## src/rtl/serial_adder_seq.sv

```systemverilog
// serial_adder_seq: bit-serial adder reusing one full-adder cell over WIDTH bits, LSB first.
// Define SERIAL_ADDER_OVF_EN to add the registered two's-complement overflow output ovf.
module serial_adder_seq #(
  parameter int WIDTH = 8
) (
  input  logic             clk,
  input  logic             rst_n,
  input  logic             start,
  input  logic [WIDTH-1:0] a,
  input  logic [WIDTH-1:0] b,
  input  logic             c_in,
  output logic             busy,
  output logic             done,
`ifdef SERIAL_ADDER_OVF_EN
  output logic             ovf,
`endif
  output logic [WIDTH-1:0] sum,
  output logic             c_out
);
  localparam int CNT_W = $clog2(WIDTH + 1);
  typedef enum logic [1:0] {IDLE, SHIFT, DONE} state_t;
  state_t           state_q, state_d;
  logic [WIDTH-1:0] a_sr_q, a_sr_d, b_sr_q, b_sr_d, acc_q, acc_d, sum_q, sum_d, acc_nxt;
  logic [CNT_W-1:0] cnt_q, cnt_d;
  logic             carry_q, carry_d, c_out_q, c_out_d;
  logic             s, cy, accept, last;
`ifdef SERIAL_ADDER_OVF_EN
  logic             ovf_q, ovf_d;
`endif
  always_comb begin
    s       = a_sr_q[0] ^ b_sr_q[0] ^ carry_q;
    cy      = (a_sr_q[0] & b_sr_q[0]) | (carry_q & (a_sr_q[0] ^ b_sr_q[0]));
    acc_nxt = {s, acc_q[WIDTH-1:1]};
    accept  = start && state_q != SHIFT;
    last    = cnt_q == CNT_W'(WIDTH - 1);
    state_d = state_q;
    a_sr_d  = a_sr_q;
    b_sr_d  = b_sr_q;
    acc_d   = acc_q;
    cnt_d   = cnt_q;
    carry_d = carry_q;
    sum_d   = sum_q;
    c_out_d = c_out_q;
`ifdef SERIAL_ADDER_OVF_EN
    ovf_d   = ovf_q;
`endif
    if (accept) begin
      state_d = SHIFT;
      a_sr_d  = a;
      b_sr_d  = b;
      carry_d = c_in;
      acc_d   = '0;
      cnt_d   = '0;
    end else if (state_q == SHIFT) begin
      a_sr_d  = a_sr_q >> 1;
      b_sr_d  = b_sr_q >> 1;
      acc_d   = acc_nxt;
      carry_d = cy;
      cnt_d   = cnt_q + 1'b1;
      if (last) begin
        state_d = DONE;
        sum_d   = acc_nxt;
        c_out_d = cy;
`ifdef SERIAL_ADDER_OVF_EN
        // On the MSB step carry_q is the carry into the MSB and cy the carry out of it.
        ovf_d   = carry_q ^ cy;
`endif
      end
    end else if (state_q == DONE) begin
      state_d = IDLE;
    end
  end
  always_ff @(posedge clk or negedge rst_n) begin
    if (!rst_n) begin
      state_q <= IDLE;
      a_sr_q  <= '0;
      b_sr_q  <= '0;
      acc_q   <= '0;
      cnt_q   <= '0;
      carry_q <= 1'b0;
      sum_q   <= '0;
      c_out_q <= 1'b0;
`ifdef SERIAL_ADDER_OVF_EN
      ovf_q   <= 1'b0;
`endif
    end else begin
      state_q <= state_d;
      a_sr_q  <= a_sr_d;
      b_sr_q  <= b_sr_d;
      acc_q   <= acc_d;
      cnt_q   <= cnt_d;
      carry_q <= carry_d;
      sum_q   <= sum_d;
      c_out_q <= c_out_d;
`ifdef SERIAL_ADDER_OVF_EN
      ovf_q   <= ovf_d;
`endif
    end
  end
  assign busy  = state_q == SHIFT;
  assign done  = state_q == DONE;
  assign sum   = sum_q;
  assign c_out = c_out_q;
`ifdef SERIAL_ADDER_OVF_EN
  assign ovf   = ovf_q;
`endif
endmodule

```

## config.mk

```make
export PLATFORM = sky130hd
export DESIGN_NAME = serial_adder_seq
export DESIGN_NICKNAME = d
export VERILOG_FILES = /design/src/rtl/serial_adder_seq.sv
export SDC_FILE = /design/constraint.sdc
export NUM_CORES = 1
export LEC_CHECK = 0
export ABC_AREA = 0
export BUFFER_PORTS_ARGS = -buffer_cell sky130_fd_sc_hd__buf_2
export CAP_MARGIN = 20
export CORE_UTILIZATION = 45
export DETAILED_ROUTE_END_ITERATION = 8
export GPL_TIMING_DRIVEN = 0
export PLACE_DENSITY_LB_ADDON = 0.08
export SETUP_SLACK_MARGIN = 0.05
export SLEW_MARGIN = 10
export SYNTH_ARGS = -nofsm -noshare
export SYNTH_HDL_FRONTEND = slang
export SYNTH_SLANG_ARGS = --single-unit
```

## constraint.sdc

```tcl
create_clock -name clk -period 4.1 [get_ports clk]
set_clock_uncertainty 0.05 [all_clocks]
set_input_delay 0.205 -clock clk [delete_from_list [all_inputs] [get_ports clk]]
set_output_delay 0.205 -clock clk [all_outputs]
set_load 0.01 [all_outputs]
```

==> out/summary.txt <==
most frequently used flop master after synthesis -> dfrtp_1
H-Tree Depth -> 2
Die W -> 63.4 um
initial drt markers -> 45
# DRC -> 0
Non-Filler Instances -> 223
setup TNS -> 0 ns
R2R depth -> 4
commonest cells after routing, fill and taps aside -> dfrtp_1, buf_2, nand2_1
Synth area leaders -> dfrtp_1, mux2i_1, mux2_2, o21ai_0, nand2_1
Starting Density -> 0.490
clock power share -> 0.183
largest area contributor in the netlist -> dfrtp_1
r2r endpoint -> sum[3]$_DFFE_PN0P_
min Tclk post-route -> 1.52 ns
later-pin clock latency in the skew report -> 0.29 ns
Combinational Power Share -> 0.357
largest net degree at the start of global routing -> 40
Clock transition at path regs -> 0.08 ns
RR Startpoint -> state_q[0]$_DFFE_PN0P_
Pre-antenna DRT Iters -> 4
I/O pin cnt -> 31
Hold Startpoint -> b[7]
maxcap violations -> 0
RSZ-0062 raised after global routing -> no
Critical Path End Type -> flip-flop
TritonCTS buffer count -> 5
Slew HR -> 0.429
Final ANT Viol Nets -> 0
Worst Max-Slew Pin Slew -> 0.856 ns
initial antenna violation count -> 0
post-DP HPWL -> 2.22 mm
share of the yosys chip area belonging to registers -> 0.574
Setup-failing EPs final -> 0
antenna cell count -> 0
CP Launch Type -> flip-flop
WS Path Type -> reg -> reg
final-report max-slew violation count -> 0
share of layout cells above drive strength 1 -> 0.299
WHS -> 0.108 ns
internal cell power -> 0.894 mW
GRT Util Overall -> 0.185
Async SR Flop Fraction -> 1.00
Worst Path Arrival -> 1.65 ns
worst hold path stage count -> 3
vias in the first global route -> 1,201
Yosys reg bits -> 39
die footprint -> 0.00403 mm2
Worst Hold End -> b_sr_q[7]$_DFFE_PN0P_
R2R Setup Slk -> 2.58 ns
Post-CTS Resized -> 0
synthesis-to-finish area growth -> 17.7%
Final period util -> 0.370
Post-synth EDFFs -> 0
P_sw -> 0.515 mW
Netlist cell types -> 22
Cell Area, Synth -> 0.00170 mm2
Hold Crit Class -> in -> reg
Overflow after GRT -> 0
synthesized instance count -> 139
first-pass GRT wire length -> 5.60 mm
Net Sw Frac -> 0.365
leakage power -> 1.02 nW
PD cells -> 704 mW/mm2
run status -> finished clean
CTS tree -> built
Synth top area share -> 0.574
Placed Cells -> 214
most common cell after layout, fill and taps aside -> dfrtp_1
PortBufs -> 29
wire per inst -> 14.6 um
CTS Sinks -> 39
Sequential Power Share -> 0.460
postcts setup bufs -> 0
Critical Path RT -> 4.23 ns
via count -> 1,189
Fin. Hold Viols -> 0
Avg Cell Area, Syn -> 12.2 um2
Peak VDD IR -> 0.330 mV
yosys warns -> 0
Bufs on Longest Clock Path -> 2
# nets final -> 200
clock root buffer -> clkbuf_8
fmax -> 659 MHz
Syn Nets -> 163
Core Region -> 0.00347 mm2
height of the die -> 63.4 um
num rows -> 21
vias per inst -> 5.33
Critical Path Fanout Max -> 10
Final GP Congestion -> 0.698
WL final -> 3.25 mm
## critical path, stage by stage (launching register included)
cell     delay (ns)
dfrtp_1        0.42
ha_1           0.22
buf_4          0.16
nand4_4        0.19
mux2_2         0.36
## sequential cells by signal, summed over array words and instances, names as in the netlist
register	cells
a_sr_q	8
sum	8
carry_q	1
acc_q	7
state_q	2
cnt_q	4
c_out	1
b_sr_q	8
## cell usage after synthesis (3+ instances only)
library cell / n
inv_1: 4
mux2i_1: 17
nor2_1: 3
nand2_1: 19
dfrtp_1: 39
ha_1: 3
a22o_1: 8
o21ai_0: 17
buf_4: 3
mux2_2: 8
## cell families after synthesis
kind of cell               after synthesis  share of synthesized area
DFF                                     39                      0.574
AOI/OAI and AO/OA                       32                      0.122
and+or+nand+nor                         26                     0.0714
muxes                                   25                      0.153
buffers and inverters                   13                     0.0457
adders and majority gates                4                     0.0339
## through the flow
| step | utilization | setup WS [ns] | power, mW | cell area, um2 |
|---|---|---|---|---|
| floorplan | - | 2.65 | 0.999 | 1700 |
| global placement | 0.548 | 2.62 | 1.13 | 1900 |
| global route | 0.577 | 2.47 | 1.52 | 2000 |
| finish | 0.577 | 2.58 | 1.41 | 2000 |
| CTS | 0.577 | 2.57 | 1.43 | 2000 |
| detailed placement | 0.548 | 2.59 | 1.17 | 1900 |
## area by class of cell
cell class	count	area (um2)
Tap cell	46	57.6
Timing Repair Buffer	30	155
Clock buffer	5	68.8
Clock inverter	3	20.0
Buffer	9	62.6
Multi-Input combinational cell	87	646
Sequential cell	39	976
Inverter	4	15.0
Fill cell	329	1470
## power groups by stage
stage / registers, mW / logic [mW] / clock network [mW]
after global placement: 0.644 / 0.490 / 0
after floorplan: 0.642 / 0.357 / 0
after CTS: 0.650 / 0.515 / 0.267
after detailed placement: 0.654 / 0.512 / 0
after global routing: 0.670 / 0.573 / 0.281
final: 0.648 / 0.503 / 0.258
## timing repair
item	4_1_cts	5_1_grt
endpoints found under the setup margin	0	0
hold buffers	1	0
hold endpoints to repair	11	0
## worst max-delay path by stage
stage                           start               endpoint
2_1_floorplan  state_q[0]$_DFFE_PN0P_     sum[0]$_DFFE_PN0P_
3_3_place_gp   state_q[0]$_DFFE_PN0P_     sum[6]$_DFFE_PN0P_
3_5_place_dp   state_q[0]$_DFFE_PN0P_     sum[5]$_DFFE_PN0P_
4_1_cts        state_q[0]$_DFFE_PN0P_     sum[3]$_DFFE_PN0P_
5_1_grt        state_q[1]$_DFFE_PN0P_  a_sr_q[3]$_DFFE_PN0P_
6_report       state_q[0]$_DFFE_PN0P_     sum[3]$_DFFE_PN0P_
## routing by layer
metal / wire (um) / global-route usage
met4: 60 / 0.0852
met5: 0 / 0
met1: 1440 / 0.232
met2: 1630 / 0.306
met3: 117 / 0.0380
Note: power is estimated with default switching activity, not from simulation.
